`config.mk`:
```
export PLATFORM = sky130hd
export DESIGN_NAME = uart_tx_port
export DESIGN_NICKNAME = d
export VERILOG_FILES = /design/src/rtl/uart_tx_port_pkg.sv /design/src/rtl/uart_tx_port_fifo.sv /design/src/rtl/uart_tx_port.sv
export SDC_FILE = /design/constraint.sdc
export NUM_CORES = 1
export LEC_CHECK = 0
export CORE_MARGIN = 2
export CORE_UTILIZATION = 30
export CTS_CLUSTER_DIAMETER = 50
export CTS_CLUSTER_SIZE = 10
export DETAILED_ROUTE_END_ITERATION = 8
export PLACE_DENSITY = 0.5
export SETUP_SLACK_MARGIN = 0.1
export SLEW_MARGIN = 0
export SYNTH_ARGS = -nofsm -noshare
export SYNTH_HDL_FRONTEND = slang
export SYNTH_SLANG_ARGS = --single-unit
```
`constraint.sdc`:
```
create_clock -name clock -period 3.28 [get_ports clock]
set_input_delay 0.328 -clock clock [delete_from_list [all_inputs] [get_ports clock]]
set_output_delay 0.328 -clock clock [all_outputs]
set_load 0.05 [all_outputs]
```
`src/rtl/uart_tx_port_pkg.sv`:
```
// Shared definitions for the memory-mapped UART transmitter.
// Holds the register offsets within the 2-byte window, the STATUS bit
// indices, the transmitter FSM state encodings and the baud divider
// helper. Imported by uart_tx_port and available to a later receiver.
// Optional feature macro (used by the top level): UART_TX_PARITY_EN.
package uart_tx_port_pkg;

  // Register offsets relative to BASE_ADDR
  localparam logic [15:0] UART_DATA   = 16'd0;
  localparam logic [15:0] UART_STATUS = 16'd1;

  // STATUS register bit indices; bits [7:4] read as zero
  localparam int unsigned STAT_BUSY     = 0;
  localparam int unsigned STAT_FULL     = 1;
  localparam int unsigned STAT_EMPTY    = 2;
  localparam int unsigned STAT_OVERFLOW = 3;

  // Transmitter FSM states. ST_PARITY is only entered when parity is built in.
  typedef enum logic [2:0] {
    ST_IDLE   = 3'd0,
    ST_START  = 3'd1,
    ST_DATA   = 3'd2,
    ST_PARITY = 3'd3,
    ST_STOP   = 3'd4
  } tx_state_t;

  // Clocks per bit, rounded to nearest: (CLK_HZ + BAUD/2) / BAUD
  function automatic int unsigned calc_div(input int unsigned clk_hz,
                                           input int unsigned baud);
    return (clk_hz + baud / 2) / baud;
  endfunction

endpackage

```
`src/rtl/uart_tx_port_fifo.sv`:
```
// sync_fifo: single-clock FIFO with synchronous active-high reset.
// Written generically so a future receiver port can reuse it.
// Ports:
//   clock, reset        clock and synchronous reset (flushes the FIFO)
//   push, push_data     write request and data
//   pop, pop_data       read request; pop_data shows the head entry
//                       (first-word fall-through)
//   full, empty         occupancy flags
//   dropped             a push was refused this cycle (full, no pop)
//   count               number of stored entries, 0..DEPTH
// DEPTH must be a power of two >= 2 so the pointers wrap naturally.
module sync_fifo #(
  parameter int unsigned WIDTH = 8,
  parameter int unsigned DEPTH = 16
) (
  input  logic                   clock,
  input  logic                   reset,
  input  logic                   push,
  input  logic [WIDTH-1:0]       push_data,
  input  logic                   pop,
  output logic [WIDTH-1:0]       pop_data,
  output logic                   full,
  output logic                   empty,
  output logic                   dropped,
  output logic [$clog2(DEPTH):0] count
);

  localparam int unsigned AW = $clog2(DEPTH);

  logic [WIDTH-1:0] mem [DEPTH];
  logic [AW-1:0]    wr_ptr;
  logic [AW-1:0]    rd_ptr;
  logic             do_push;
  logic             do_pop;

  assign empty   = (count == '0);
  assign full    = (count == (AW + 1)'(DEPTH));
  // A pop only happens when there is something to pop. A push into a full
  // FIFO is still taken when a pop frees a slot in the same cycle.
  assign do_pop  = pop & ~empty;
  assign do_push = push & (~full | do_pop);
  assign dropped = push & ~do_push;

  assign pop_data = mem[rd_ptr];

  always_ff @(posedge clock) begin
    if (do_push) begin
      mem[wr_ptr] <= push_data;
    end
  end

  always_ff @(posedge clock) begin
    if (reset) begin
      wr_ptr <= '0;
      rd_ptr <= '0;
      count  <= '0;
    end else begin
      if (do_push) begin
        wr_ptr <= wr_ptr + 1'b1;
      end
      if (do_pop) begin
        rd_ptr <= rd_ptr + 1'b1;
      end
      case ({do_push, do_pop})
        2'b10:   count <= count + 1'b1;
        2'b01:   count <= count - 1'b1;
        default: count <= count;
      endcase
    end
  end

endmodule

```
`src/rtl/uart_tx_port.sv`:
```
// uart_tx_port: memory-mapped UART transmitter on the CPU bus.
// Bytes written to BASE+0 are queued in a FIFO and sent LSB first on tx.
// BASE+1 reads STATUS: [0] busy, [1] full, [2] empty, [3] overflow (sticky,
// cleared by a STATUS read).
// Macro UART_TX_PARITY_EN: defined -> 8E1 frames (even parity bit),
//                          undefined -> 8N1 frames.
// Ports:
//   clock, reset    system clock, synchronous active-high reset
//   address         CPU address bus
//   write_en        CPU write strobe
//   data_in         CPU write data
//   data_out        registered read data, 8'h00 when not selected
//   tx              serial line, idle high
//   irq_empty       high while the FIFO is empty and the FSM is idle
//   state_dbg       current FSM state encoding (tx_state_t)
//   fifo_count_dbg  current FIFO occupancy
// Bus handshake: there is no stall. A write is taken on any rising clock
// edge where write_en is high and address decodes; a read is any edge where
// write_en is low and address decodes, with data_out valid after that edge.
module uart_tx_port
  import uart_tx_port_pkg::*;
#(
  parameter logic [15:0] BASE_ADDR  = 16'hF200,
  parameter int unsigned CLK_HZ     = 5000000,
  parameter int unsigned BAUD       = 9600,
  parameter int unsigned FIFO_DEPTH = 16
) (
  input  logic                        clock,
  input  logic                        reset,
  input  logic [15:0]                 address,
  input  logic                        write_en,
  input  logic [7:0]                  data_in,
  output logic [7:0]                  data_out,
  output logic                        tx,
  output logic                        irq_empty,
  output logic [2:0]                  state_dbg,
  output logic [$clog2(FIFO_DEPTH):0] fifo_count_dbg
);

  localparam int unsigned DIV = calc_div(CLK_HZ, BAUD);
  localparam int unsigned TW  = $clog2(DIV);
  localparam logic [TW-1:0]  DIV_M1      = TW'(DIV - 1);
  localparam logic [15:0]    DATA_ADDR   = BASE_ADDR + UART_DATA;
  localparam logic [15:0]    STATUS_ADDR = BASE_ADDR + UART_STATUS;

  tx_state_t     state;
  logic [TW-1:0] timer;
  logic [7:0]    shreg;
  logic [2:0]    bit_idx;
  logic          overflow;
  logic          line_bit;
  logic [7:0]    status_word;
`ifdef UART_TX_PARITY_EN
  logic          parity_bit;
`endif

  logic          write_data;
  logic          read_status;
  logic          fifo_pop;
  logic [7:0]    fifo_head;
  logic          fifo_full;
  logic          fifo_empty;
  logic          fifo_dropped;

  assign write_data  = write_en & (address == DATA_ADDR);
  assign read_status = ~write_en & (address == STATUS_ADDR);
  assign fifo_pop    = (state == ST_IDLE) & ~fifo_empty;

  sync_fifo #(
    .WIDTH (8),
    .DEPTH (FIFO_DEPTH)
  ) u_fifo (
    .clock     (clock),
    .reset     (reset),
    .push      (write_data),
    .push_data (data_in),
    .pop       (fifo_pop),
    .pop_data  (fifo_head),
    .full      (fifo_full),
    .empty     (fifo_empty),
    .dropped   (fifo_dropped),
    .count     (fifo_count_dbg)
  );

  always_comb begin
    status_word                = 8'h00;
    status_word[STAT_BUSY]     = (state != ST_IDLE);
    status_word[STAT_FULL]     = fifo_full;
    status_word[STAT_EMPTY]    = fifo_empty;
    status_word[STAT_OVERFLOW] = overflow;
  end

  // Sticky overflow. Set and clear never coincide: setting needs a write,
  // clearing needs a read.
  always_ff @(posedge clock) begin
    if (reset) begin
      overflow <= 1'b0;
    end else if (fifo_dropped) begin
      overflow <= 1'b1;
    end else if (read_status) begin
      overflow <= 1'b0;
    end
  end

  // Read data is registered so it lines up with RAM read timing.
  always_ff @(posedge clock) begin
    if (reset) begin
      data_out <= 8'h00;
    end else if (read_status) begin
      data_out <= status_word;
    end else begin
      data_out <= 8'h00;
    end
  end

  // Line level implied by the current state; tx registers it, so tx lags
  // the state by one clock (the first start-bit clock follows the pop edge).
  always_comb begin
    line_bit = 1'b1;
    case (state)
      ST_START:  line_bit = 1'b0;
      ST_DATA:   line_bit = shreg[0];
`ifdef UART_TX_PARITY_EN
      ST_PARITY: line_bit = parity_bit;
`endif
      default:   line_bit = 1'b1;
    endcase
  end

  // Transmit FSM. Every non-idle state lasts DIV clocks: timer loads DIV-1
  // on entry and the state advances on the clock where it reads zero.
  always_ff @(posedge clock) begin
    if (reset) begin
      state      <= ST_IDLE;
      timer      <= '0;
      shreg      <= 8'h00;
      bit_idx    <= 3'd0;
      tx         <= 1'b1;
`ifdef UART_TX_PARITY_EN
      parity_bit <= 1'b0;
`endif
    end else begin
      tx <= line_bit;
      case (state)
        ST_IDLE: begin
          if (!fifo_empty) begin
            shreg      <= fifo_head;
`ifdef UART_TX_PARITY_EN
            parity_bit <= ^fifo_head;
`endif
            timer      <= DIV_M1;
            state      <= ST_START;
          end
        end
        ST_START: begin
          if (timer == '0) begin
            timer   <= DIV_M1;
            bit_idx <= 3'd0;
            state   <= ST_DATA;
          end else begin
            timer <= timer - 1'b1;
          end
        end
        ST_DATA: begin
          if (timer == '0) begin
            timer   <= DIV_M1;
            shreg   <= {1'b0, shreg[7:1]};
            bit_idx <= bit_idx + 1'b1;
            if (bit_idx == 3'd7) begin
`ifdef UART_TX_PARITY_EN
              state <= ST_PARITY;
`else
              state <= ST_STOP;
`endif
            end
          end else begin
            timer <= timer - 1'b1;
          end
        end
`ifdef UART_TX_PARITY_EN
        ST_PARITY: begin
          if (timer == '0) begin
            timer <= DIV_M1;
            state <= ST_STOP;
          end else begin
            timer <= timer - 1'b1;
          end
        end
`endif
        ST_STOP: begin
          if (timer == '0) begin
            state <= ST_IDLE;
          end else begin
            timer <= timer - 1'b1;
          end
        end
        default: begin
          state <= ST_IDLE;
        end
      endcase
    end
  end

  assign irq_empty = fifo_empty & (state == ST_IDLE);
  assign state_dbg = state;

endmodule

```
Yosys cells after proc, flatten, opt, wreduce, memory -nomap -nowiden --
Memory sizes are Yosys's and may differ from the RTL's. A register that Yosys moved wholly into a read port is not among the register bits. Cells that the tools add are included.
Storage, ports and cells: flip-flop bits (word level) 47, RAM bits 128, output and inout port bits 18, word-level logic and storage cells 84, memories kept 1
Operators by class: $add $sub $neg 6, eq/ne operators 15, multiplexer cells 23, bitwise logic cells 13, reduce and logical (&&, ||, !) cells 15
Memory list:
- u_fifo.mem | depth 16, bits a word 8, rd ports 1, clocked after memory_dff 1, wr ports 1, RTL line uart_tx_port_fifo.sv:30 | logic [WIDTH-1:0] mem [DEPTH];
Operators with widths (number):
- $eq 16x16->1 const B | 2
- $mux 10 | 3
- $pmux 10 s3 | 1
- $mux 3 | 6
- $mux 8 | 2
- $pmux 8 s2 | 1
- $ne 2x2->1 const B | 6
- $pmux 3 s4 | 1
- $logic_not 10->1 | 1
- $pmux 5 s2 | 1
- $sub 10x1->10 const B | 1
- $reduce_and 3->1 | 3
- $add 4x1->4 const B | 2
- $mux 4 | 2
- $reduce_bool 2->1 | 4
- $and 1x1->1 | 7
- $eq 3x3->1 const B | 2
- $pmux 3 s2 | 1
- $reduce_bool 3->1 | 2
- $add 5x1->5 const B | 1
- $eq 5x5->1 const B | 1
- $logic_not 5->1 | 1
- $not 1->1 | 5
- $reduce_and 5->1 | 1
- other kinds (11) | 15

Longest topological paths before layout --
depth after elaboration 9, mapped depth 15

Cells and area by module --
A second synthesis with hierarchy kept.
Second synthesis, totals: cell total of the unflattened synthesis 498, area total of the unflattened synthesis 7428.4 µm²
By module, submodules not included:
- sync_fifo | instances 1, cells each 322, area an instance 5856.9 µm²
- uart_tx_port | instances 1, cells each 176, area an instance 1571.5 µm²

Worst setup path after synthesis --
No wires, ideal clock.
path kind register to register, start point register u_fifo.count[1], end point register u_fifo.count[4], arrival time 3.563 ns, path slack -0.403 ns, cell stages (with the launch flop) 16, path buffers 4, clock period less this slack 3.683 ns, cell sequence dfxtp_1 > clkbuf_1 > nor4_4 > nand3_1 > nand4b_1 > buf_2 > buf_1 > ha_1 > clkbuf_1 > xor2_1 > ha_1 > nor2_1 > nor3b_1 > o21ai_0 > a31oi_1 > mux2_2
Between the ends: longest elaborated chain between the ends 8, elaborated cells on any way between the ends 14, classes of those cells add/sub: 2; eq/ne: 3; mux: 1; bitwise: 6; reduce/logical: 2
RTL lines:
- start: declaration | RTL line uart_tx_port_fifo.sv:25 | output logic [$clog2(DEPTH):0] count
- start signal: assignment | RTL line uart_tx_port_fifo.sv:65 | 2'b10: count <= count + 1'b1;
- start signal: assignment | RTL line uart_tx_port_fifo.sv:66 | 2'b01: count <= count - 1'b1;
- start signal: assignment | RTL line uart_tx_port_fifo.sv:67 | default: count <= count;
- $logic_not 5->1 | RTL line uart_tx_port_fifo.sv:36 | assign empty = (count == '0);
- $not 1->1 | RTL line uart_tx_port_fifo.sv:40, uart_tx_port.sv:67
- $and 1x1->1 | RTL line uart_tx_port.sv:67 | assign fifo_pop = (state == ST_IDLE) & ~fifo_empty;
- $and 1x1->1 | RTL line uart_tx_port_fifo.sv:40 | assign do_pop = pop & ~empty;
- $or 1x1->1 | RTL line uart_tx_port_fifo.sv:41 | assign do_push = push & (~full | do_pop);
- $and 1x1->1 | RTL line uart_tx_port_fifo.sv:41
- $eq 2x1->1 / $eq 2x2->1 (equally long branches) | RTL line uart_tx_port_fifo.sv:64 | case ({do_push, do_pop})
- $pmux 5 s2 / $reduce_bool 2->1 (equally long branches)
Parallel ways exist; a longest one is shown, timed or not. A chain may end at the register's enable or synchronous reset.

Final worst setup path --
start point register state[2] (netlist: state_dbg[2]), end point register u_fifo.count[4]
Between the ends: longest elaborated chain between the ends 7, elaborated cells on any way between the ends 9, classes of those cells eq/ne: 2; mux: 1; bitwise: 4; reduce/logical: 2
RTL lines:
- start: declaration | RTL line uart_tx_port.sv:46 | tx_state_t state;
- start signal: assignment | RTL line uart_tx_port.sv:134 | state <= ST_IDLE;
- start signal: assignment | RTL line uart_tx_port.sv:152 | state <= ST_START;
- start signal: assignment | RTL line uart_tx_port.sv:159 | state <= ST_DATA;
- $logic_not 3->1 * | RTL line uart_tx_port.sv:67
- $and 1x1->1 * | RTL line uart_tx_port.sv:67
- $and 1x1->1 * | RTL line uart_tx_port_fifo.sv:40
- $or 1x1->1 | RTL line uart_tx_port_fifo.sv:41
- $and 1x1->1 | RTL line uart_tx_port_fifo.sv:41
- $eq 2x1->1 / $eq 2x2->1 (equally long branches) | RTL line uart_tx_port_fifo.sv:64
- $pmux 5 s2 / $reduce_bool 2->1 (equally long branches)
Every way passes the cells marked *; elsewhere a longest branch is shown, timed or not.

==> qor.txt <==
crit-path max FO -> 12
max-cap viol count -> 0
Pre-antenna DRT Iters -> 4
Max Clk Rate -> 349 MHz
Root Driver -> clkbuf_16
Critical Path Source Type -> flip-flop
Critical Path RT -> 3600 ps
status -> finished clean
dpl hpwl -> 10300 um
Initial Util -> 30.8%
worst-case reg-to-reg path depth -> 10
unrepaired setup endpoints after global routing -> false
Tot GR Track Use -> 12.5%
clk slew on worst S/H paths -> 70 ps
Vias -> 4273
library cells used by synthesis -> 57
number of core rows -> 56
nets@finish -> 584
routability cong. -> 0.785
YS warnings -> 0
number of antenna violations at the first check in global routing -> 0
first-pass GRT wire length -> 24400 um
asr flop ratio synth -> 0%
htree depth -> 4
Slew @ Worst Pin -> 1000 ps
worst skew pair latency -> 430 ps
Final Hold Vio Count -> 0
worst hold path type -> flip-flop to flip-flop
Setup TNS Final -> 0 ps
Syn Std Cell Area -> 7260 um2
cts hold-fix bufs -> 0
diode count -> 0
slew margin rel. -> 33.0%
post-CTS sizing -> 0
Longest Clk Path Bufs -> 2
CP Class -> flip-flop to flip-flop
vias in the first global route -> 4413
Final Slew Violations -> 0
Routed wire per std cell -> 17.3 um
worst hold path depth -> 2
Seq cells post-synth -> 175
Leak -> 2.86 nW
total CTS buffers -> 17
Cells after Synth -> 485
die width -> 160 um
Crit. End Element -> flip-flop
# IOs -> 45
placed cells -> 845
Routed Antenna Nets -> 0
fraction of layout cells with a size suffix above 1 -> 19.0%
WHS -> 449 ps
post-CTS setup buffers -> 0
Die ar. -> 25500 um2
Core Box Area -> 23600 um2
mean area per synthesized cell -> 15.0 um2
DIE HEIGHT -> 160 um
Pwr Density -> 726 nW/um2
DRC violation total after the first TritonRoute iteration -> 342
largest net degree at the start of global routing -> 29
PortBufs -> 40
crit share post-route -> 87.3%
Final Skew -> 9.05 ps
Post-synth EDFFs -> 128
Finished Layout Cells -> 877
sequential area share after synthesis -> 65.9%
WL final -> 15100 um
CTS tree -> done
Tmin final -> 2860 ps
Top FF cell, synth -> edfxtp_1
Sinks on Clock Net -> 175
Peak VDD IR -> 333 uV
Final setup viols -> 0
Area growth, synth to finish -> 20.3%
Data arrival, critical path -> 3180 ps
drt drc -> 0
via/cell ratio -> 4.87
Congestion Overflow GR -> 0
cells in the final DEF (no fill, tap or decap), types with 4 or more instances in the layout:
cell,Yosys,routed
nand2b_1,6,6
nor2_1,43,43
xor2_1,11,11
mux4_2,32,32
xnor2_1,5,5
clkdlybuf4s50_1,0,40
nor2b_1,4,4
dfxtp_1,47,43
nor4_1,15,15
a21oi_1,16,16
inv_6,0,7
a22oi_1,17,17
or3_1,7,7
inv_1,13,13
o21ai_0,12,12
mux2i_1,6,6
conb_1,1,4
buf_4,4,27
a211oi_1,7,7
nor3_1,13,13
nand2_1,12,12
clkbuf_16,0,17
ha_1,12,12
o211ai_1,4,4
edfxtp_1,128,128
nor3b_1,4,4
logic make-up after synthesis:
| kind of cell | Yosys count | share of synthesized area (%) |
|---|---|---|
| AO/OA/AOI/OAI | 75 | 7.25 |
| XOR/XNOR | 16 | 1.93 |
| adder cells (fa/ha/maj) | 12 | 2.07 |
| buffers and inverters | 43 | 2.53 |
| flip-flops | 175 | 65.9 |
| multiplexers | 39 | 10.9 |
| other | 1 | 0.0516 |
| AND/OR/NAND/NOR | 124 | 9.39 |
registers in the layout (all words and copies together) (netlist names), named ones only:
register,flops
data_out,4
overflow,1
u_fifo.count,5
u_fifo.wr_ptr,4
tx,1
bit_idx,3
state_dbg,3
shreg,8
u_fifo.rd_ptr,4
u_fifo.mem,128
timer,10
metrics by stage:
step	worst slack (ps)	total power [W]	area (um2)	util, %
6_report	417	0.00635	8740	37.0
5_1_grt	179	0.00670	8740	37.0
4_1_cts	399	0.00643	8740	37.0
3_5_place_dp	76.3	0.00442	8150	34.5
3_3_place_gp	177	0.00438	8150	34.5
2_1_floorplan	115	0.00396	7290	-
routing by layer:
metal	wire length (um)	GRT usage, %	vias to the layer above	part of all wire, %
met5	0	0	-	0
met4	201	3.88	0	1.3
met3	604	3.46	16	4.0
met2	7190	20.0	73	47
met1	7150	16.6	2174	47
li1	-	-	2010	-
Yosys cell counts (all sizes together) (7+ instances only):
| library cell | instances | area [um2] |
|---|---|---|
| nor4 | 16 | 115 |
| buf | 12 | 67.6 |
| xor2 | 11 | 96.3 |
| o21ai | 12 | 60.1 |
| a21oi | 17 | 88.8 |
| clkbuf | 17 | 63.8 |
| edfxtp | 128 | 3840 |
| dfxtp | 47 | 941 |
| or3 | 7 | 43.8 |
| mux4 | 32 | 721 |
| ha | 12 | 150 |
| nor2 | 43 | 161 |
| inv | 13 | 48.8 |
| a22oi | 17 | 128 |
| nor3 | 14 | 81.3 |
| nand2 | 12 | 45.0 |
| a211oi | 8 | 65.1 |
path summary, 6_finish.rpt:
path | start | to | slack, ps
max | state_dbg[2] | u_fifo.count[4] | 420
min | overflow | data_out[3] | 450
max reg2reg | state_dbg[2] | u_fifo.count[4] | 420
min reg2reg | overflow | data_out[3] | 450
area by class of cell:
cell class	count	area, um2
Tap cell	319	399
Sequential cell	175	4790
Fill cell	2261	14900
Timing Repair Buffer	67	603
Multi-Input combinational cell	270	2310
Clock inverter	15	159
Inverter	14	52.6
Clock buffer	17	425
critical path, cell delays in order, from the launching register on:
cell and delay [ps]:
dfxtp_2 400, or3_1 460, nand3_1 140, nand4b_1 170
ha_1 260, buf_4 170, ha_1 320, nor3b_1 190
o21ai_0 120, a31oi_1 170, mux2_2 340
power breakdown:
group	switching [W]	internal (W)
Combinational	0.000922	0.000773
Clock	0.000917	0.00108
Sequential	0.000162	0.00249
Power figures use the tool's default switching activity.
